<file path="src/rtl/pong_pixel_gen.sv">
// Animated pong renderer: wall, button-driven paddle and bouncing ball, registered rgb.
// Build option: define ROUND_BALL_EN to mask the 8x8 ball with a circular ROM.
module pong_pixel_gen #(
    parameter int unsigned H_DISPLAY = 640,
    parameter int unsigned V_DISPLAY = 480,
    parameter int unsigned WALL_X_L  = 32,
    parameter int unsigned WALL_X_R  = 35,
    parameter int unsigned BAR_X_L   = 600,
    parameter int unsigned BAR_X_R   = 603,
    parameter int unsigned BAR_H     = 72,
    parameter int unsigned BALL_SIZE = 8,
    parameter int unsigned BALL_V    = 2,
    parameter int unsigned BAR_V     = 4,
    parameter int unsigned COLOR_W   = 4
) (
    input  logic                   clk,
    input  logic                   reset_n,
    input  logic                   video_on,
    input  logic [9:0]             pixel_x,
    input  logic [9:0]             pixel_y,
    input  logic                   btn_up,
    input  logic                   btn_down,
    output logic [3*COLOR_W-1:0]   rgb,
    output logic                   hit_pulse,
    output logic                   miss_pulse
);

    localparam int unsigned PW = 10;
    localparam int unsigned SW = 11;
    localparam int unsigned RW = 3 * COLOR_W;

    localparam logic [PW-1:0] BALL_X0  = PW'(H_DISPLAY / 2);
    localparam logic [PW-1:0] BALL_Y0  = PW'(V_DISPLAY / 2);
    localparam logic [PW-1:0] BAR_TOP0 = PW'((V_DISPLAY - BAR_H) / 2);

    localparam logic [RW-1:0] RGB_RED   = RW'({{COLOR_W{1'b1}}, {(2*COLOR_W){1'b0}}});
    localparam logic [RW-1:0] RGB_GREEN = RW'({{COLOR_W{1'b0}}, {COLOR_W{1'b1}}, {COLOR_W{1'b0}}});
    localparam logic [RW-1:0] RGB_BLUE  = RW'({{(2*COLOR_W){1'b0}}, {COLOR_W{1'b1}}});
    localparam logic [RW-1:0] RGB_WHITE = {RW{1'b1}};

    logic [PW-1:0] ball_x_q, ball_x_d;
    logic [PW-1:0] ball_y_q, ball_y_d;
    logic [PW-1:0] bar_top_q, bar_top_d;
    logic          dx_q, dx_d;
    logic          dy_q, dy_d;
    logic          cond_q;
    logic [RW-1:0] rgb_q, rgb_d;
    logic          hit_q, hit_d;
    logic          miss_q, miss_d;

    logic          cond_c, tick_c;
    logic [SW-1:0] ball_r_c, ball_b_c, bar_b_c, px_c, py_c;
    logic          miss_c, pad_c, wall_c;
    logic          dx_nx, dy_nx;
    logic          wall_on_c, bar_on_c, ball_sq_c, ball_on_c;

    // Frame tick: rising edge of the first off-screen line start
    assign cond_c = (pixel_y == PW'(V_DISPLAY)) && (pixel_x == PW'(0));
    assign tick_c = cond_c & ~cond_q;

    // 11-bit extents so comparisons near the screen edge never wrap
    assign ball_r_c = SW'(ball_x_q) + SW'(BALL_SIZE - 1);
    assign ball_b_c = SW'(ball_y_q) + SW'(BALL_SIZE - 1);
    assign bar_b_c  = SW'(bar_top_q) + SW'(BAR_H - 1);
    assign px_c     = SW'(pixel_x);
    assign py_c     = SW'(pixel_y);

    assign miss_c = dx_q && (SW'(ball_x_q) >= SW'(BAR_X_R + 1));
    assign pad_c  = dx_q && (ball_r_c >= SW'(BAR_X_L)) && (ball_r_c <= SW'(BAR_X_R)) &&
                    (ball_b_c >= SW'(bar_top_q)) && (SW'(ball_y_q) <= bar_b_c);
    assign wall_c = !dx_q && (SW'(ball_x_q) <= SW'(WALL_X_R + 1));

    // Paddle motion, clamped to the visible area
    always_comb begin
        bar_top_d = bar_top_q;
        if (tick_c) begin
            if (btn_up && !btn_down) begin
                if (bar_top_q >= PW'(BAR_V)) bar_top_d = bar_top_q - PW'(BAR_V);
                else                         bar_top_d = '0;
            end else if (btn_down && !btn_up) begin
                if (SW'(bar_top_q) + SW'(BAR_H + BAR_V) <= SW'(V_DISPLAY))
                    bar_top_d = bar_top_q + PW'(BAR_V);
                else
                    bar_top_d = PW'(V_DISPLAY - BAR_H);
            end
        end
    end

    // Ball bounce and step, evaluated on the pre-update position
    always_comb begin
        ball_x_d = ball_x_q;
        ball_y_d = ball_y_q;
        dx_d     = dx_q;
        dy_d     = dy_q;
        hit_d    = 1'b0;
        miss_d   = 1'b0;
        dx_nx    = dx_q;
        dy_nx    = dy_q;
        if (tick_c) begin
            if (miss_c) begin
                ball_x_d = BALL_X0;
                ball_y_d = BALL_Y0;
                dx_d     = 1'b0;
                miss_d   = 1'b1;
            end else begin
                if (pad_c) begin
                    dx_nx = 1'b0;
                    hit_d = 1'b1;
                end else if (wall_c) begin
                    dx_nx = 1'b1;
                end
                if (!dy_q && (SW'(ball_y_q) <= SW'(BALL_V)))
                    dy_nx = 1'b1;
                else if (dy_q && (SW'(ball_y_q) + SW'(BALL_SIZE) >= SW'(V_DISPLAY - BALL_V)))
                    dy_nx = 1'b0;
                dx_d     = dx_nx;
                dy_d     = dy_nx;
                ball_x_d = dx_nx ? ball_x_q + PW'(BALL_V) : ball_x_q - PW'(BALL_V);
                ball_y_d = dy_nx ? ball_y_q + PW'(BALL_V) : ball_y_q - PW'(BALL_V);
            end
        end
    end

    assign wall_on_c = (px_c >= SW'(WALL_X_L)) && (px_c <= SW'(WALL_X_R));
    assign bar_on_c  = (px_c >= SW'(BAR_X_L)) && (px_c <= SW'(BAR_X_R)) &&
                       (py_c >= SW'(bar_top_q)) && (py_c <= bar_b_c);
    assign ball_sq_c = (px_c >= SW'(ball_x_q)) && (px_c <= ball_r_c) &&
                       (py_c >= SW'(ball_y_q)) && (py_c <= ball_b_c);

`ifdef ROUND_BALL_EN
    logic [2:0] rom_row_c, rom_col_c;
    logic [7:0] rom_bits_c;

    assign rom_row_c = 3'(pixel_y - ball_y_q);
    assign rom_col_c = 3'(pixel_x - ball_x_q);

    // Circle mask, column 0 in the MSB
    always_comb begin
        rom_bits_c = 8'b0000_0000;
        case (rom_row_c)
            3'd0, 3'd7: rom_bits_c = 8'b0011_1100;
            3'd1, 3'd6: rom_bits_c = 8'b0111_1110;
            default:    rom_bits_c = 8'b1111_1111;
        endcase
    end

    assign ball_on_c = ball_sq_c && rom_bits_c[3'd7 - rom_col_c];
`else
    assign ball_on_c = ball_sq_c;
`endif

    always_comb begin
        rgb_d = RGB_WHITE;
        if (!video_on)      rgb_d = '0;
        else if (wall_on_c) rgb_d = RGB_RED;
        else if (bar_on_c)  rgb_d = RGB_BLUE;
        else if (ball_on_c) rgb_d = RGB_GREEN;
    end

    always_ff @(posedge clk) begin
        if (!reset_n) begin
            ball_x_q  <= BALL_X0;
            ball_y_q  <= BALL_Y0;
            bar_top_q <= BAR_TOP0;
            dx_q      <= 1'b1;
            dy_q      <= 1'b1;
            cond_q    <= 1'b0;
            rgb_q     <= '0;
            hit_q     <= 1'b0;
            miss_q    <= 1'b0;
        end else begin
            ball_x_q  <= ball_x_d;
            ball_y_q  <= ball_y_d;
            bar_top_q <= bar_top_d;
            dx_q      <= dx_d;
            dy_q      <= dy_d;
            cond_q    <= cond_c;
            rgb_q     <= rgb_d;
            hit_q     <= hit_d;
            miss_q    <= miss_d;
        end
    end

    assign rgb        = rgb_q;
    assign hit_pulse  = hit_q;
    assign miss_pulse = miss_q;

endmodule

</file>
<file path="config.mk">
export PLATFORM = sky130hd
export DESIGN_NAME = pong_pixel_gen
export DESIGN_NICKNAME = d
export VERILOG_FILES = /design/src/rtl/pong_pixel_gen.sv
export SDC_FILE = /design/constraint.sdc
export NUM_CORES = 1
export LEC_CHECK = 0
export ABC_CLOCK_PERIOD_IN_PS = 7850
export CAP_MARGIN = 30
export CORE_MARGIN = 3
export CORE_UTILIZATION = 25
export DETAILED_ROUTE_END_ITERATION = 8
export DONT_BUFFER_PORTS = 1
export PLACE_DENSITY = 0.46
export SLEW_MARGIN = 20
export SYNTH_ARGS = -nofsm -noshare
export SYNTH_HDL_FRONTEND = slang
export SYNTH_SLANG_ARGS = --single-unit
</file>
<file path="constraint.sdc">
create_clock -name clk -period 7.85 [get_ports clk]
set_input_delay 2.355 -clock clk [delete_from_list [all_inputs] [get_ports clk]]
set_output_delay 2.355 -clock clk [all_outputs]
set_load 0.02 [all_outputs]
</file>
# Yosys cells after proc, flatten, opt, wreduce, memory -nomap -nowiden
# Cells that the tools add are included.
[totals]
elab_cells = 102
out_inout_bits = 14
ff_bits = 47
[classes]
n_reduce_logical = 31
eq_ne = 1
mux = 22
bitwise_logic = 6
addsub = 11
order_cmp = 20
[ops]
columns = ["cell", "count"]
rows = [
  ["$mux W10", 8],
  ["$le A10 B11 Y1", 4],
  ["$mux W12", 3],
  ["$ge A10 B10 Y1", 3],
  ["$add A10 B3 Y11 const B", 2],
  ["$add A10 B7 Y11 const B", 2],
  ["$add A10 B2 Y10 const B", 2],
  ["$ge A10 B10 Y1 const B", 2],
  ["$le A10 B6 Y1 const B", 2],
  ["$sub A10 B2 Y10 const B", 2],
  ["$logic_and A1 B1 Y1", 18],
  ["$add A10 B4 Y11 const B", 1],
  ["$ge A11 B10 Y1", 1],
  ["$ge A11 B10 Y1 const B", 1],
  ["$ge A11 B9 Y1 const B", 1],
  ["$le A11 B10 Y1 const B", 1],
  ["$le A11 B9 Y1 const B", 1],
  ["$mux W1", 11],
  ["$add A10 B3 Y10 const B", 1],
  ["$eq A10 B9 Y1 const B", 1],
  ["$ge A10 B3 Y1 const B", 1],
  ["$ge A10 B6 Y1 const B", 1],
  ["$le A10 B10 Y1 const B", 1],
  ["$le A10 B2 Y1 const B", 1],
  ["9 further kinds", 20],
]

# Longest topological paths before layout
# Gate-level depths: netlist of run 1.
[depth]
depth_word = 11
mapped_depth = 23
mapped_depth_nobuf = 22

# Least setup slack after synthesis of run 1
# Ideal clock, no wire load.
[synth_path]
path_kind = "reg-to-reg"
from = "register bar_top_q[2]"
to = "register ball_x_q[9]"
path_buffers = 0
path_slack_ns = 3.472
stages_incl_launch_ff = 23
arrival_ns = 4.254
path_cell_list = "dfxtp_1 inv_1 nor3_1 nor2_1 nor2_1 xnor2_1 ha_1 a21oi_1 a31oi_1 o311ai_2 and3_1 o31ai_2 o21a_1 inv_1 ha_1 nor2b_1 o21ai_0 a21oi_1 o41ai_1 nor3_1 a311oi_1 a31o_1 o31ai_1"
[synth_via]
elab_chain_len = 8
[synth_lines]
columns = ["item", "line", "text"]
rows = [
  ["from (decl)", "43", "logic [PW-1:0] bar_top_q, bar_top_d;"],
  ["from (signal assigned)", "174", "bar_top_q <= bar_top_d;"],
  ["$add A10 B7 Y11 or $ge A11 B10 Y1 (tied branches)", "64, 70", ""],
  ["$le A10 B11 Y1 or $logic_and A1 B1 Y1 (tied branches)", "70, 69", ""],
  ["$logic_and A1 B1 Y1 (*)", "70", "(ball_b_c >= SW'(bar_top_q)) && (SW'(ball_y_q) <= bar_b_c);"],
  ["$mux W1 (*)", "106", "if (pad_c) begin"],
  ["$mux W1 (*)", "100", "if (miss_c) begin"],
  ["$mux W1 (*)", "99", "if (tick_c) begin"],
  ["$mux W10 (*)", "118", "ball_x_d = dx_nx ? ball_x_q + PW'(BALL_V) : ball_x_q - PW'(BALL_V);"],
  ["$mux W10 (*)", "100", ""],
  ["to (signal assigned)", "172", "ball_x_q <= ball_x_d;"],
  ["to (decl)", "41", "logic [PW-1:0] ball_x_q, ball_x_d;"],
]
# Every way passes the cells marked *; elsewhere a longest branch is shown, timed or not. The select of a mux whose other input is x is not followed.
# A chain may end at the register's enable or synchronous reset.

# Worst setup path after layout of run 1
[layout_path]
from = "register ball_y_q[1]"
to = "register ball_x_q[9]"
[layout_via]
elab_chain_len = 9
[layout_lines]
columns = ["item", "line", "text"]
rows = [
  ["from (decl)", "42", "logic [PW-1:0] ball_y_q, ball_y_d;"],
  ["from (signal assigned)", "173", "ball_y_q <= ball_y_d;"],
  ["$add A10 B3 Y11", "63", "assign ball_b_c = SW'(ball_y_q) + SW'(BALL_SIZE - 1);"],
  ["$ge A11 B10 Y1", "70", ""],
  ["$logic_and A1 B1 Y1", "69", "assign pad_c = dx_q && (ball_r_c >= SW'(BAR_X_L)) && (ball_r_c <= SW'(BAR_X_R)) &&"],
  ["$logic_and A1 B1 Y1 (*)", "70", ""],
  ["$mux W1 (*)", "106", ""],
  ["$mux W1 (*)", "100", ""],
  ["$mux W1 (*)", "99", ""],
  ["$mux W10 (*)", "118", ""],
  ["$mux W10 (*)", "100", ""],
]
# Marked as above.

==> impl_metrics.json, run 1 <==
{
  "rsz0062_at_grt": "false",
  "drc": 0,
  "critPathLaunchType": "register",
  "hold_class": "reg2reg",
  "io_buffer_count": 0,
  "worst-slew-pin-transition_ns": 0.8819,
  "met2_length_microns": 6260,
  "gp_congestion": 0.8768,
  "grt_max_degree": 17,
  "synth-main-ff-cell": "dfxtp_1",
  "cts_sinks": 34,
  "die_width_microns": 141.4,
  "ctsHoldBuffers": 0,
  "hold_end": "ball_x_q[9]$_SDFFE_PN0P_",
  "post_cts_buffers": 0,
  "drive_gt1_share_pct": 5.596,
  "slew_viol_final": 0,
  "met3RoutedLength_microns": 923,
  "worstSetupPathType": "reg2reg",
  "final_cell_mix": "ha_1 (85), inv_1 (36), o21ai_0 (35), nor2_1 (35), dfxtp_1 (34)",
  "synth_area_per_cell_sq_um": 7.982,
  "vias": 4265,
  "maxCapViolCount": 0,
  "dieHeight_microns": 141.4,
  "clk_latency_ns": 0.29,
  "grt.total_usage_pct": 14.20,
  "drt-pass1-iter-count": 6,
  "dp_hpwl_microns": 11520,
  "r2r_setup_slack_ns": 2.36,
  "initial_core_util_pct": 26.04,
  "syn-num-nets": 685,
  "postRouteWirelength_microns": 14240,
  "dieArea_sq_mm": 0.01999,
  "diodes": 0,
  "grt_pass1_wl_microns": 22630,
  "clockBufferDepth": 2,
  "path_max_fanout": 9,
  "r2r-end": "ball_x_q[9]$_SDFFE_PN0P_",
  "drt_iter0_drc": 239,
  "cts_buffers": 5,
  "ys_warn_count": 0,
  "num_rows": 48,
  "synth_edf_count": 0,
  "cts_max_level": 2,
  "syn_inst": 574,
  "dpl_cell_area_sq_mm": 0.004708,
  "finalHoldViolCount": 0,
  "worstPathArrival_ns": 5.65,
  "areaGrowthSynthToFinish_pct": 5.707,
  "synth_cell_types": 80,
  "io_pins": 39,
  "slew_headroom_pct": 40.43,
  "setup-violations-final": 0,
  "r2r_start": "ball_y_q[1]$_SDFFE_PN0P_",
  "peakVddDrop_mv": 0.06872,
  "routedWlPerCell_microns": 18.28,
  "synth_area_sq_mm": 0.004582,
  "power.density_mw_per_mm2": 90.16,
  "cts_tree": "built",
  "final_common_cell": "ha_1",
  "cts_root_buffer": "clkbuf_16",
  "tns_ns": 0,
  "r2r_cells": 22,
  "fmax_ghz": 0.1822,
  "fin_skew_ns": 0.006526,
  "fin_nets": 665,
  "cp.required_ns": 8.01,
  "final_cell_area_sq_mm": 0.004843,
  "antenna_left": 0,
  "crit_path_end_kind": "register",
  "hold_depth": 1,
  "first_global_vias": 3997,
  "fillers": 1916,
  "highest_layer": "met4",
  "synth-seq-area-share_pct": 14.86,
  "outcome": "completed",
  "core_area_sq_mm": 0.01760,
  "final.min_clock_period_ns": 5.488,
  "wl_met1_microns": 6777,
  "avgViaCountPerCell": 5.475,
  "cts-resized-gates": 0,
  "grt_antenna_before_repair": 0,
  "power_leakage_nw": 2.003,
  "cts.clk_slew.worst_paths_ns": 0.06,
  "postSynth.asyncResetShare_pct": 0,
  "grt_overflow": 0,
  "period_share_pct": 69.91,
  "synth-seq-cells": 34,
  "hp-start": "ball_x_q[9]$_SDFFE_PN0P_"
}
==> flip-flops by register name (all words and copies together) (netlist names) <==
signal and flops:
rgb 3, dy_q 1, ball_x_q 9, hit_pulse 1, dx_q 1, miss_pulse 1, cond_q 1, ball_y_q 9
bar_top_q 8
==> where the power goes <==
| part | switching [mW] | leakage, nW | internal (mW) |
|---|---|---|---|
| combinational | 0.0333 | 1.66 | 0.0263 |
| sequential | 0.00736 | 0.275 | 0.174 |
| clock | 0.0810 | 0.0694 | 0.115 |
| total | 0.122 | 2.00 | 0.315 |
==> logic make-up after synthesis <==
group	synth area share, %
compound gates	23.29
xor+xnor	6.636
fa+ha+maj	24.11
buf+inv	7.018
flops	14.86
mux	2.512
simple gates	21.57
==> stage by stage <==
| step | instances | hold slack [ns] | power (mW) | worst slack (ns) | utilization (%) |
|---|---|---|---|---|---|
| after CTS | 779 | 0.5278 | 0.4450 | 2.362 | 27.52 |
| after floorplan | 574 | 0.4623 | 0.2341 | 3.472 | - |
| after global routing | 779 | 0.5662 | 0.4573 | 1.885 | 27.52 |
| after detailed placement | 772 | 0.5085 | 0.2445 | 2.401 | 26.76 |
| final | 779 | 0.5208 | 0.4367 | 2.362 | 27.52 |
| after global placement | 772 | 0.5146 | 0.2443 | 2.507 | 26.76 |
==> critical path: stages (launching register included) <==
cell	delay [ns]
dfxtp_1	0.60
inv_1	0.28
ha_1	0.32
inv_1	0.11
nand2_1	0.10
xnor2_1	0.34
ha_1	0.31
nand3_1	0.08
a21oi_1	0.06
a211oi_1	0.23
o211ai_1	0.17
inv_1	0.11
o21a_1	0.23
inv_1	0.17
ha_1	0.35
nor2b_1	0.14
o21ai_0	0.22
a21oi_1	0.14
o41ai_1	0.73
nor3_1	0.10
a311oi_1	0.29
a31o_1	0.18
o31ai_1	0.06
==> area by class of cell <==
| type | count | area (sq um) | share of cell area (%) |
|---|---|---|---|
| multi-input combinational | 470 | 3580 | 73.91 |
| sequential | 34 | 680.7 | 14.05 |
| tap | 225 | 281.5 | 5.812 |
| inverter | 43 | 166.4 | 3.436 |
| clock buffer | 5 | 125.1 | 2.583 |
| clock inverter | 2 | 10.01 | 0.2067 |
==> cell usage after synthesis (all sizes together) (4+ instances only) <==
library cell	number	share of area [%]
o21a	6	0.98
o22ai	7	1.1
dfxtp	34	15
nand2b	7	0.96
nand4	14	1.9
o21ai	36	3.9
buf	18	2.6
nand2	32	2.6
and2	5	0.74
nor2b	4	0.55
a31o	4	0.76
ha	85	23
a211oi	6	1.2
a31oi	12	1.6
nor2	35	2.9
and3	6	0.82
o31ai	5	0.93
xnor2	31	6.3
or3	7	0.96
o211ai	10	1.6
inv	40	3.3
clkbuf	9	0.74
or4	4	0.66
nor3	20	2.3
a21oi	31	3.7
nand3	27	3.1
mux2i	10	2.2
a21o	10	1.6
==> worst max path at each step <==
stage	from	to	slack, ns	cells past startpoint
2_1_floorplan	bar_top_q[2]$_SDFFE_PN1P_	ball_x_q[9]$_SDFFE_PN0P_	3.47	22
3_3_place_gp	ball_y_q[1]$_SDFFE_PN0P_	ball_x_q[9]$_SDFFE_PN0P_	2.51	22
3_5_place_dp	ball_y_q[1]$_SDFFE_PN0P_	ball_x_q[9]$_SDFFE_PN0P_	2.40	22
4_1_cts	ball_y_q[1]$_SDFFE_PN0P_	ball_x_q[9]$_SDFFE_PN0P_	2.36	22
5_1_grt	ball_y_q[1]$_SDFFE_PN0P_	ball_x_q[9]$_SDFFE_PN0P_	1.89	22
6_report	ball_y_q[1]$_SDFFE_PN0P_	ball_x_q[9]$_SDFFE_PN0P_	2.36	22
==> metal layers <==
| metal | up-vias | track usage [%] |
|---|---|---|
| li1 | 2096 | - |
| met1 | 2014 | 20.25 |
| met2 | 138 | 21.97 |
| met3 | 17 | 2.258 |
| met4 | 0 | 4.394 |
| met5 | - | 0 |
Power figures use the tool's default switching activity.
==> run 2: changes to the inputs <==
--- a/config.mk
+++ b/config.mk
@@ -5,7 +5,7 @@
 export SDC_FILE = /design/constraint.sdc
 export NUM_CORES = 1
 export LEC_CHECK = 0
-export ABC_CLOCK_PERIOD_IN_PS = 7850
+export ABC_CLOCK_PERIOD_IN_PS = 5300
 export CAP_MARGIN = 30
 export CORE_MARGIN = 3
 export CORE_UTILIZATION = 25
==> constraint.sdc (replaced) <==
create_clock -name clk -period 5.3 [get_ports clk]
set_input_delay 1.59 -clock clk [delete_from_list [all_inputs] [get_ports clk]]
set_output_delay 1.59 -clock clk [all_outputs]
set_load 0.02 [all_outputs]
==> impl_metrics.json, run 2 (same netlist as run 1, synthesis figures left out) <==
{
  "dp_hpwl_microns": 11270,
  "grt_max_degree": 17,
  "hold_end": "dy_q$_SDFFE_PN1P_",
  "areaGrowthSynthToFinish_pct": 7.592,
  "ctsHoldBuffers": 0,
  "p_seq_share_pct": 37.7,
  "maxCapViolCount": 0,
  "drc": 0,
  "core_area_sq_mm": 0.01760,
  "peakVddDrop_mv": 0.1275,
  "grt_pass1_wl_microns": 23170,
  "io_pins": 39,
  "cts_buffers": 5,
  "postRouteWirelength_microns": 14090,
  "grt_antenna_before_repair": 0,
  "diodes": 0,
  "final_cell_area_sq_mm": 0.004930,
  "die_width_microns": 141.4,
  "drt-pass1-iter-count": 5,
  "cts_tree": "built",
  "finalHoldViolCount": 0,
  "cts_sinks": 34,
  "p_switching_mw": 0.1829,
  "avgViaCountPerCell": 5.433,
  "drt_iter0_drc": 275,
  "final_cell_mix": "ha_1 (85), inv_1 (36), o21ai_0 (35), nor2_1 (35), nand2_1 (32)",
  "clk_latency_ns": 0.29,
  "outcome": "completed",
  "clockBufferDepth": 2,
  "r2r-end": "ball_x_q[9]$_SDFFE_PN0P_",
  "cts-resized-gates": 0,
  "critPathLaunchType": "register",
  "dp.cells": 776,
  "vias": 4254,
  "internal_power_mw": 0.5293,
  "combPwrFrac_pct": 12.3,
  "final.min_clock_period_ns": 4.849,
  "grt_overflow": 0,
  "cts_root_buffer": "clkbuf_16",
  "period_share_pct": 91.49,
  "power.density_mw_per_mm2": 144.5,
  "hold_class": "reg2reg",
  "power_frac_clock_pct": 49.9,
  "first_global_vias": 4222,
  "whs_ns": 0.5287,
  "rsz0062_at_grt": "false",
  "slew_headroom_pct": 42.17,
  "antenna_left": 0,
  "dieArea_sq_mm": 0.01999,
  "gp_congestion": 0.8859,
  "r2r_start": "bar_top_q[2]$_SDFFE_PN1P_",
  "initial_core_util_pct": 26.04,
  "hold_depth": 2,
  "switching_share_pct": 25.69,
  "fillers": 1893,
  "routedWlPerCell_microns": 17.99,
  "r2r_cells": 23,
  "fmax_ghz": 0.2062,
  "hp-start": "dy_q$_SDFFE_PN1P_",
  "reg.largest.list": "ball_x_q x9, ball_y_q x9, bar_top_q x8",
  "io_buffer_count": 0,
  "drive_gt1_share_pct": 7.527,
  "r2r_setup_slack_ns": 0.45,
  "fin_cells": 783,
  "setup-violations-final": 0,
  "num_rows": 48,
  "tns_ns": 0,
  "worstPathArrival_ns": 5.01,
  "fin_nets": 669,
  "post_cts_buffers": 0,
  "crit_path_end_kind": "register",
  "dieHeight_microns": 141.4,
  "grt.total_usage_pct": 14.39,
  "final_common_cell": "ha_1",
  "power_leakage_nw": 2.054,
  "cp.required_ns": 5.46,
  "slew_viol_final": 0,
  "fin_skew_ns": 0.005413,
  "worst-slew-pin-transition_ns": 0.8562,
  "cts_max_level": 2,
  "path_max_fanout": 8,
  "cts.clk_slew.worst_paths_ns": 0.06,
  "worstSetupPathType": "reg2reg",
  "dpl_cell_area_sq_mm": 0.004738
}
run 2: cell count changes in the layout (fill, tap and decap cells not counted), moves of 2 or more:
cell,previous run,this run
buf_4,0,4
dfxtp_1,34,30
dfxtp_2,0,4
clkinv_2,2,0
run 2: how the worst max path moves through the flow:
stage / startpoint / end / slack (ns)
final: bar_top_q[2]$_SDFFE_PN1P_ / ball_x_q[9]$_SDFFE_PN0P_ / 0.45
after global routing: bar_top_q[2]$_SDFFE_PN1P_ / ball_x_q[9]$_SDFFE_PN0P_ / 0.006
after CTS: ball_y_q[1]$_SDFFE_PN0P_ / ball_x_q[9]$_SDFFE_PN0P_ / 0.27
after detailed placement: ball_y_q[2]$_SDFFE_PN0P_ / ball_x_q[9]$_SDFFE_PN0P_ / 0.29
after global placement: ball_y_q[1]$_SDFFE_PN0P_ / ball_x_q[9]$_SDFFE_PN0P_ / 0.53
after floorplan: bar_top_q[2]$_SDFFE_PN1P_ / ball_x_q[9]$_SDFFE_PN0P_ / 0.92
run 2: layout make-up:
cell class	count	area, sq um	share of cell area [%]
Clock buffer	6	138.9	2.817
Clock inverter	1	30.03	0.6091
Inverter	43	166.4	3.376
Multi-Input combinational cell	470	3597	72.97
Sequential cell	34	685.7	13.91
Tap cell	225	281.5	5.711
Timing Repair Buffer	4	30.03	0.6091
run 2: power groups by stage:
| stage | combinational [mW] | clock (mW) | sequential, mW |
|---|---|---|---|
| after floorplan | 0.0791 | 0 | 0.268 |
| after global placement | 0.0850 | 0 | 0.274 |
| after detailed placement | 0.0870 | 0 | 0.274 |
| after CTS | 0.0877 | 0.368 | 0.269 |
| after global routing | 0.101 | 0.381 | 0.269 |
| final | 0.0878 | 0.356 | 0.269 |
run 2: per-stage QoR:
step	setup slack [ns]	power, mW	util, %
2_1_floorplan	0.9223	0.3467	-
3_3_place_gp	0.5258	0.3591	26.93
3_5_place_dp	0.2861	0.3613	26.93
4_1_cts	0.2743	0.7243	27.89
5_1_grt	0.006398	0.7512	28.01
6_report	0.4510	0.7122	28.01
run 2: worst max-delay path, cell delays in order (launching register included):
cell and delay, ns:
dfxtp_1 0.49, inv_1 0.21, nor3_2 0.33, nor2_1 0.13, nor2_1 0.15, xnor2_1 0.18
ha_1 0.26, nor2_1 0.05, a31oi_1 0.21, o311ai_2 0.13, and3_1 0.17, o31ai_2 0.08
o21a_1 0.28, inv_1 0.18, ha_1 0.36, nor2b_1 0.15, o21ai_0 0.24, a21oi_1 0.17
o41ai_2 0.24, buf_4 0.19, nor3_1 0.05, a311oi_1 0.24, a31o_1 0.17, o31ai_1 0.06
run 2: metal layers:
metal	vias to the layer above	share of wire, %	GRT usage, %
met5	-	0	0
met2	138	45	23.43
li1	2099	-	-
met3	17	6.7	2.528
met4	0	2.3	4.394
met1	2000	46	19.45
